**src/rtl/pwm_pkg.sv**
```systemverilog
// Shared constants and types for the dynamic-duty PWM generator.
// Sized for the default 8-bit resolution.
package pwm_pkg;

  localparam int PWM_WIDTH  = 8;
  localparam int PWM_PERIOD = (1 << PWM_WIDTH) - 1;

  typedef logic [PWM_WIDTH-1:0] pwm_duty_t;

  // Last counter value of a period; the period spans 0 .. 2^w-2.
  function automatic int unsigned pwm_last_cnt(input int unsigned w);
    return (32'd1 << w) - 32'd2;
  endfunction

endpackage

```
**src/rtl/pwm_period_counter.sv**
```systemverilog
// Free-running period counter with synchronous clear and wrap strobe.
// Counts 0 .. 2^WIDTH-2, so the period is 2^WIDTH-1 clocks.
module pwm_period_counter
  import pwm_pkg::*;
#(
  parameter int WIDTH = PWM_WIDTH
) (
  input  logic             clock,
  input  logic             reset_n,
  input  logic             clr_i,
  output logic [WIDTH-1:0] cnt_o,
  output logic             wrap_o
);

  localparam logic [WIDTH-1:0] LAST = WIDTH'(pwm_last_cnt(WIDTH));

  logic [WIDTH-1:0] cnt_q;
  logic [WIDTH-1:0] cnt_d;

  assign wrap_o = (cnt_q == LAST);
  assign cnt_o  = cnt_q;

  always_comb begin
    cnt_d = cnt_q + 1'b1;
    if (clr_i || wrap_o) begin
      cnt_d = '0;
    end
  end

  always_ff @(posedge clock or negedge reset_n) begin
    if (!reset_n) begin
      cnt_q <= '0;
    end else begin
      cnt_q <= cnt_d;
    end
  end

endmodule

```
**src/rtl/pwm_dynamic_core.sv**
```systemverilog
// Single-channel PWM; duty reloads only at period wrap or while parked,
// so a new duty never truncates or stretches the pulse in flight.
module pwm_dynamic_core
  import pwm_pkg::*;
#(
  parameter int WIDTH = PWM_WIDTH
) (
  input  logic             clock,
  input  logic             reset_n,
  input  logic             enable,
  input  logic [WIDTH-1:0] pwm_count,
  output logic             pwm
);

  logic [WIDTH-1:0] cnt;
  logic             wrap;
  logic [WIDTH-1:0] duty_q;
  logic [WIDTH-1:0] duty_d;
  logic             pwm_q;
  logic             pwm_d;

  pwm_period_counter #(
    .WIDTH (WIDTH)
  ) u_cnt (
    .clock   (clock),
    .reset_n (reset_n),
    .clr_i   (enable),
    .cnt_o   (cnt),
    .wrap_o  (wrap)
  );

  always_comb begin
    duty_d = duty_q;
    if (enable || wrap) begin
      duty_d = pwm_count;
    end
  end

  // Compare uses pre-edge cnt/duty; parked generator drives low.
  assign pwm_d = !enable && (cnt < duty_q);

  always_ff @(posedge clock or negedge reset_n) begin
    if (!reset_n) begin
      duty_q <= '0;
      pwm_q  <= 1'b0;
    end else begin
      duty_q <= duty_d;
      pwm_q  <= pwm_d;
    end
  end

  assign pwm = pwm_q;

endmodule

```
**config.mk**
```make
export PLATFORM = sky130hd
export DESIGN_NAME = pwm_dynamic_core
export DESIGN_NICKNAME = d
export VERILOG_FILES = /design/src/rtl/pwm_pkg.sv /design/src/rtl/pwm_period_counter.sv /design/src/rtl/pwm_dynamic_core.sv
export SDC_FILE = /design/constraint.sdc
export NUM_CORES = 1
export LEC_CHECK = 0
export CORE_MARGIN = 1
export CORE_UTILIZATION = 40
export CTS_BUF_LIST = sky130_fd_sc_hd__clkbuf_4 sky130_fd_sc_hd__clkbuf_8
export CTS_CLUSTER_SIZE = 10
export DETAILED_ROUTE_END_ITERATION = 7
export GPL_TIMING_DRIVEN = 0
export PLACE_DENSITY = 0.74
export SYNTH_ARGS = -nofsm -noshare
export SYNTH_HDL_FRONTEND = slang
export SYNTH_HIERARCHICAL = 1
export SYNTH_SLANG_ARGS = --single-unit
```
**constraint.sdc**
```tcl
create_clock -name clock -period 1.6 [get_ports clock]
set_input_delay 0.32 -clock clock [delete_from_list [all_inputs] [get_ports clock]]
set_output_delay 0.32 -clock clock [all_outputs]
set_load 0.02 [all_outputs]
```
After elaboration in Yosys (flattened, before gate mapping)
Cells that the tools add are included.
{"block": "op_classes", "addsub": 1, "order_cmp": 1, "eq_ne": 1, "muxes": 1, "reduce_logical": 3}
{"op": "$add A8 B1 Y8 const B", "n": 1}
{"op": "$eq A8 B8 Y1 const B", "n": 1}
{"op": "$lt A8 B8 Y1", "n": 1}
{"op": "$mux W8", "n": 1}
{"op": "$logic_and A1 B1 Y1", "n": 1}
{"op": "$logic_not A1 Y1", "n": 1}
{"op": "$logic_or A1 B1 Y1", "n": 1}
{"block": "totals", "ff_bits": 17}

Longest topological paths before layout
Gate-level depths: netlist of the first run.
{"block": "logic_depth", "word_depth": 3, "depth_mapped": 5, "mapped_depth_nobuf": 5}

Cells and area by module
The synthesis of the first run kept the hierarchy.
{"module": "pwm_dynamic_core", "n_inst": 1, "cells_each": 43, "area_per_inst_um2": 513.0}
{"module": "pwm_period_counter", "n_inst": 1, "cells_each": 39, "area_per_inst_um2": 406.6}

Least setup slack after synthesis of the first run
Ideal clock, no wire load.
{"block": "synth_path", "path_type": "reg2reg", "start": "reg u_cnt.cnt_q[0], in the netlist u_cnt/cnt_o[0]", "end": "reg duty_q[0]", "arrival_time_ps": 1438, "required_ps": 1475, "slack_ps": 37, "path_stages_with_launch": 6, "path_buffers": 0, "period_less_slack_ps": 1563, "path_cell_list": "dfrtp_1 > inv_1 > ha_1 > and4_1 > nor2_4 > mux2_2"}
{"block": "synth_between", "elab_chain_len": 2}
{"element": "start, declared", "line_no": "pwm_period_counter.sv:17", "source": "logic [WIDTH-1:0] cnt_q;"}
{"element": "start signal, assigned", "line_no": "pwm_period_counter.sv:34", "source": "cnt_q <= cnt_d;"}
{"element": "$eq A8 B8 Y1", "line_no": "pwm_period_counter.sv:20", "source": "assign wrap_o = (cnt_q == LAST);"}
{"element": "named net wrap", "line_no": "pwm_dynamic_core.sv:16", "source": "logic wrap;"}
{"element": "$logic_or A1 B1 Y1", "line_no": "pwm_dynamic_core.sv:34", "source": "if (enable || wrap) begin"}
{"element": "end signal, assigned", "line_no": "pwm_dynamic_core.sv:47", "source": "duty_q <= duty_d;"}
{"element": "end, declared", "line_no": "pwm_dynamic_core.sv:17", "source": "logic [WIDTH-1:0] duty_q;"}
The timed path passes the listed nets, and every way through them passes these cells.
A chain may end at the register's enable or synchronous reset.

Worst setup path after layout of the first run
{"block": "layout_path", "start": "reg u_cnt.cnt_q[2], in the netlist u_cnt/cnt_o[2]", "end": "reg duty_q[5]"}
Same word-level chain as after synthesis.

==> impl_results.md, run 1 <==
* Number of global-route vias before repair at about 650
* Synth warn at 6
* Portion of synthesized cell area occupied by the leading cell type at 0.463
* CTS tree: done
* Proportion of layout cells with a drive suffix above 1 at 0.301
* Overall global routing resource usage at 0.172
* Biggest area consumer among synthesized cells: sky130_fd_sc_hd__dfrtp_1
* Antenna violations before repair at 0
* Maximum number of pins on one net before global-route repair at 18
* Number of failing hold endpoints at the final stage at 0
* Post-synth design cell area at a little over 900 um^2
* End of the worst register-to-register path: duty_q[5]
* Tightest Pin Transition at slightly below 0.8 ns
* Endpoint type of the worst setup path: flip-flop
* Critical path class: reg2reg
* Remaining routing DRC violations at 0
* Run status: finished clean
* Number of rows created at floorplan at 16
* Clock slew seen by the registers of the worst setup and hold paths at ~0.09 ns
* Largest clock skew in the final design at ~0.005 ns
* FF-to-FF setup slack at 0.05 ns
* Core area at 2060 um^2
* Initial core utilization at 0.446
* Static leakage at 0.000540 uW
* F_max at 646 MHz
* Worst-path maximum fanout at 8
* Share of the yosys chip area belonging to registers at 0.463
* Number of enable-type register cells in the synthesized netlist at 0
* Sw power at 215 uW
* Die Span Y at around 50 um
* Syn-to-layout area delta at 26.9%
* Total gr overflow at 0
* Root buffer cell: sky130_fd_sc_hd__clkbuf_4
* Most used standard cell by instance count after synthesis: sky130_fd_sc_hd__dfrtp_1
* Average cell area after synthesis at between 10 and 15 um^2
* Die area at ~2500 um^2
* 1st-iter DRT viols at 12
* Required time at the endpoint of the critical path at approximately 1.8 ns
* Worst-Skew Late Latency at around 0.28 ns
* Primary flip-flop cell chosen by synthesis mapping: sky130_fd_sc_hd__dfrtp_1
* Pwr per Cell Area at between 700 and 800 nW/um^2
* Number of standard cells after synthesis at 82
* Total Power Consumption at 878 uW
* Buffers from clock root to sink, at most at 2
* Clock network power share at 0.272
* Worst relative slew slack at 0.485
* Sequential cell fraction of total power at 0.540
* Cells taking the most area after synthesis: sky130_fd_sc_hd__dfrtp_1, sky130_fd_sc_hd__ha_1, sky130_fd_sc_hd__mux2_2
* CTS Sinks at 17
* Antenna Violating Nets Remaining at 0
* Total I/O pin count at 12
* Utilization after layout at 0.566
* Vias at slightly below 700
* Via-per-instance ratio at about 5.3
* Time the final worst path needs with I/O delays and setup at 1.55 ns
* Max-capacitance violation count at 0
* Data arrival time at the worst-slack endpoint at around 1.7 ns
* Reg2reg start: u_cnt/cnt_o[2]
* Horizontal extent of the die at 50.0 um
* Switching share of power at 0.245
* DP HPWL at around 1200 um
* First-pass iteration count of the detailed router at 4
* Startpoint class of the critical path: flip-flop
* Wire length of the first global-routing pass at about 3000 um
* Number of distinct standard cells referenced by the synthesized netlist at 28
* Register bit total from synthesis at 17
* Number of H-tree branching levels at 1
* Share of total power in combinational logic at 0.188
* Total routed wirelength at 1830 um
* Leading post-synthesis cells by instance count: sky130_fd_sc_hd__dfrtp_1, sky130_fd_sc_hd__ha_1, sky130_fd_sc_hd__inv_1, sky130_fd_sc_hd__mux2_2, sky130_fd_sc_hd__nor2_1
* Drt wl/cell at 14.1 um
* Hold crit path type: in2async
* Number of diodes added for antenna fixing at 0
* Total Nets Final at 124
* Number of port buffers at 11
* Total CTS buffers at 3
* Number of endpoints failing setup at the final stage at 0
* Fraction of registers with async set or reset after synthesis at 1.00
* Pins Over Slew Limit at 0
* Global placer's final weighted congestion at ~0.8
* Length in cells of the worst reg-to-reg path at 5
* Synthesized Nets at between 100 and 150
* Number of buffers inserted for hold repair after clock tree synthesis at 0
* Share of the cycle needed by the critical path after routing at 0.967
* Internal power at 663 uW
* Worst vdd ir at ~540 uV
## kinds of logic (layout without fill, tap and decap cells)
family	after synthesis	count (layout)	synth area share
adder cells (fa/ha/maj)	9	9	0.122
AND/OR/NAND/NOR	22	22	0.132
multiplexers	8	8	0.0980
XOR/XNOR	3	3	0.0286
buffers and inverters	9	30	0.0367
AO/OA/AOI/OAI	14	14	0.120
flip-flops	17	17	0.463
## critical path: stages, from the launching register on
cell	delay, ns
sky130_fd_sc_hd__dfrtp_2	0.44
sky130_fd_sc_hd__and4_4	0.22
sky130_fd_sc_hd__and4_4	0.20
sky130_fd_sc_hd__nor2_4	0.12
sky130_fd_sc_hd__buf_12	0.14
sky130_fd_sc_hd__mux2_2	0.33
## flip-flops by register name, summed over array words and instances, names as in the netlist
register,count
pwm,1
duty_q,8
u_cnt/cnt_o,8
## routing by layer
layer	vias to the layer above	wire length [um]	track usage
met4	0	63	0.119
met3	6	72	0.0278
met5	-	0	0
li1	338	-	-
met1	331	791	0.209
met2	19	900	0.275
## area by class of cell
type	count	area (um^2)
fill	190	895
multi-input combinational	56	470
sequential	17	432
timing repair buffer	17	168
inverter	9	33.8
tap	27	33.8
clock buffer	4	30.0
## power groups by stage
stage | logic, uW | clock network [uW] | registers, uW
floorplan | 80.0 | 0 | 483
global placement | 128 | 0 | 487
detailed placement | 134 | 0 | 490
CTS | 155 | 256 | 475
global route | 183 | 270 | 478
finish | 165 | 239 | 474
## per-stage QoR
stage / worst slack [ns] / instance area [um^2] / hold WS [ns] / setup TNS [ns] / std cells
detailed placement: -0.163 / 1060 / 0.494 / -1.17 / 120
global route: -0.00717 / 1170 / 0.542 / -0.00717 / 130
finish: 0.0525 / 1170 / 0.478 / 0 / 130
global placement: -0.102 / 1060 / 0.488 / -0.806 / 120
CTS: -0.0197 / 1130 / 0.494 / -0.0361 / 128
floorplan: 0.0370 / 920 / 0.0244 / 0 / 82
## how the worst max path moves through the flow
stage                   startpoint        end  slack, ns  depth (start not counted)
floorplan           u_cnt/cnt_o[0]  duty_q[0]       0.04                          5
global placement    u_cnt/cnt_o[0]  duty_q[3]      -0.10                          5
detailed placement  u_cnt/cnt_o[0]  duty_q[2]      -0.16                          5
CTS                 u_cnt/cnt_o[2]  duty_q[2]      -0.02                          4
global route        u_cnt/cnt_o[0]  duty_q[1]     -0.007                          6
finish              u_cnt/cnt_o[2]  duty_q[5]       0.05                          5
## layout by cell type (no fill, tap or decap), types with 3 or more instances in the layout
master	count
sky130_fd_sc_hd__clkdlybuf4s50_1	11
sky130_fd_sc_hd__nor2_1	8
sky130_fd_sc_hd__ha_1	9
sky130_fd_sc_hd__dfrtp_1	12
sky130_fd_sc_hd__buf_4	5
sky130_fd_sc_hd__dfrtp_2	5
sky130_fd_sc_hd__o21ai_0	3
sky130_fd_sc_hd__clkbuf_4	4
sky130_fd_sc_hd__nand3_1	3
sky130_fd_sc_hd__mux2_2	6
sky130_fd_sc_hd__inv_1	9
## timing repair
item	in CTS	in global routing
setup endpoints to repair	9	9
pin swaps	1	2
resized for setup	4	4
setup buffers	4	2
hold endpoints to repair	0	0
gates cloned	0	0
Note: power is estimated with default switching activity, not from simulation.
==> inputs of run 2 (changes only) <==
- CORE_UTILIZATION: 40 -> 50
- PLACE_DENSITY: 0.74 -> 0.83
==> impl_results.md, run 2 (synthesis results as in run 1) <==
* Remaining routing DRC violations at 0
* Most numerous cell on the critical path: sky130_fd_sc_hd__and4_4
* Initial core utilization at 0.533
* Worst relative slew slack at 0.494
* Number of failing hold endpoints at the final stage at 0
* Number of diodes added for antenna fixing at 0
* Hold crit path type: in2async
* Number of port buffers at 11
* Max-capacitance violation count at 0
* Maximum number of pins on one net before global-route repair at 18
* Global placer's final weighted congestion at roughly 0.79
* Static leakage at approximately 0.00055 uW
* Internal power at approximately 650 uW
* Share of total power in combinational logic at 0.201
* Proportion of layout cells with a drive suffix above 1 at 0.327
* Time the final worst path needs with I/O delays and setup at approximately 1.6 ns
* Syn-to-layout area delta at 29.7%
* Final worst setup slack at slightly below 0.05 ns
* Antenna violations before repair at 0
* Pins Over Slew Limit at 0
* Number of rows created at floorplan at 15
* Most frequent standard cell in the layout excluding fill and tap cells: sky130_fd_sc_hd__dfrtp_1
* Antenna Violating Nets Remaining at 0
* Run status: finished clean
* Sw power at 226 uW
* Total Nets Final at approximately 130
* Met2 wire len at roughly 1000 um
* F_max at roughly 640 MHz
* Max Used Layer: met4
* Worst vdd ir at 500 uV
* Vias at 688
* Required time at the endpoint of the critical path at roughly 1.8 ns
* Critical path class: reg2reg
* Via-per-instance ratio at 5.33
* Data arrival time at the worst-slack endpoint at 1.73 ns
* Total I/O pin count at 12
* Worst-path maximum fanout at 8
* Tightest Pin Transition at 0.757 ns
* Largest clock skew in the final design at roughly 0.005 ns
* Worst stage delay on the critical path at ~0.46 ns
* Number of endpoints failing setup at the final stage at 0
* Sequential cell fraction of total power at 0.544
* Number of global-route vias before repair at approximately 700
* Cell with the largest stage delay on the worst path: sky130_fd_sc_hd__dfrtp_2
* CTS Sinks at 17
* Post-route setup TNS at 0 ns
* Number of buffers inserted for hold repair after clock tree synthesis at 0
* Die Span Y at between 40 and 50 um
* DP HPWL at approximately 1200 um
* Horizontal extent of the die at between 40 and 50 um
* Met3 Routed Length at 51 um
* Switching share of power at 0.258
* Cell count after placement at 118
* Number of H-tree branching levels at 1
* CTS tree: done
* Cell breakdown of the critical path: and4_4, and4_4, nor2_4, buf_12, mux2_2
* Filler-free cell count of the finished design at 129
* Core area at 1730 um^2
* Pwr per Cell Area at between 700 and 800 nW/um^2
* Share of the cycle needed by the critical path after routing at 0.969
* Die area at around 2000 um^2
* Routed met1 length at 766 um
* Clock network power share at 0.255
* Startpoint class of the critical path: flip-flop
* Total routed wirelength at around 1800 um
* Wire length of the first global-routing pass at between 2000 and 3000 um
* Worst setup slack after placement at -0.109 ns
* Endpoint type of the worst setup path: flip-flop
* Overall global routing resource usage at 0.209
* 1st-iter DRT viols at 12
* RSZ-0062 raised after global routing: false
* Worst-Skew Late Latency at between 0.2 and 0.3 ns
* Total gr overflow at 0
* Total CTS buffers at 3
* Drt wl/cell at between 10 and 15 um
* Root buffer cell: sky130_fd_sc_hd__clkbuf_4
* Clock slew seen by the registers of the worst setup and hold paths at about 0.10 ns
* First-pass iteration count of the detailed router at 4
* Most frequent cells in the layout: sky130_fd_sc_hd__dfrtp_1, sky130_fd_sc_hd__clkdlybuf4s50_1, sky130_fd_sc_hd__inv_1, sky130_fd_sc_hd__nor2_1, sky130_fd_sc_hd__ha_1
* Buffers from clock root to sink, at most at 2
run 2: changes by cell type in the layout (fill, tap and decap cells not counted):
cell and change:
sky130_fd_sc_hd__ha_1 -2, sky130_fd_sc_hd__mux2_2 -2, sky130_fd_sc_hd__mux2_4 +2, sky130_fd_sc_hd__buf_4 +1, sky130_fd_sc_hd__clkbuf_4 -1, sky130_fd_sc_hd__clkinv_2 +1
sky130_fd_sc_hd__ha_2 +1, sky130_fd_sc_hd__ha_4 +1
run 2: layout make-up:
class	count	area, um^2
Clock buffer	3	22.5
Clock inverter	1	5.00
Fill cell	126	534
Inverter	9	33.8
Multi-Input combinational cell	56	493
Sequential cell	17	432
Tap cell	25	31.3
Timing Repair Buffer	18	175
run 2: worst paths after layout:
kind	from	to	slack (ns)	cells after the start
setup / recovery	u_cnt/cnt_o[2]	duty_q[4]	0.05	5
hold / removal	reset_n	duty_q[0]	0.47	1
setup reg to reg	u_cnt/cnt_o[2]	duty_q[4]	0.05	5
hold reg to reg	duty_q[5]	duty_q[5]	0.52	1
max in group asynchronous	reset_n	u_cnt/cnt_o[4]	0.60	1
min in group clock	duty_q[5]	duty_q[5]	0.52	1
run 2: worst max-delay path, delay by kind of cell (launching register included):
kind                   cells  cell delay [ns]
multiplexers               1             0.33
flip-flops                 1             0.46
buffers and inverters      1             0.14
AND/OR/NAND/NOR            3             0.51
run 2: per-stage QoR:
stage          instance area [um^2]  hold slack (ns)  power [uW]  utilization
2_1_floorplan                   920           0.0244         563            -
3_3_place_gp                   1060            0.489         614        0.614
3_5_place_dp                   1060            0.494         623        0.614
4_1_cts                        1130            0.477         867        0.655
5_1_grt                        1190            0.522         927        0.691
6_report                       1190            0.468         875        0.691
run 2: power by group through the flow:
stage / Clock (uW) / Sequential [uW] / Combinational, uW
2_1_floorplan: 0 / 483 / 80.0
3_3_place_gp: 0 / 486 / 128
3_5_place_dp: 0 / 488 / 135
5_1_grt: 253 / 479 / 195
6_report: 223 / 476 / 176
4_1_cts: 239 / 473 / 155
run 2: per-layer routing:
layer  global-route usage  vias up
li1                     -      336
met1                0.260      329
met2                0.359       19
met3               0.0360        4
met4               0.0848        0
met5                    0        -
run 2: timing repair:
item	4_1_cts	5_1_grt
hold endpoints to repair	0	0
pin swaps	1	3
resized for setup	4	8
endpoints found under the setup margin	9	9
buffers inserted	5	2
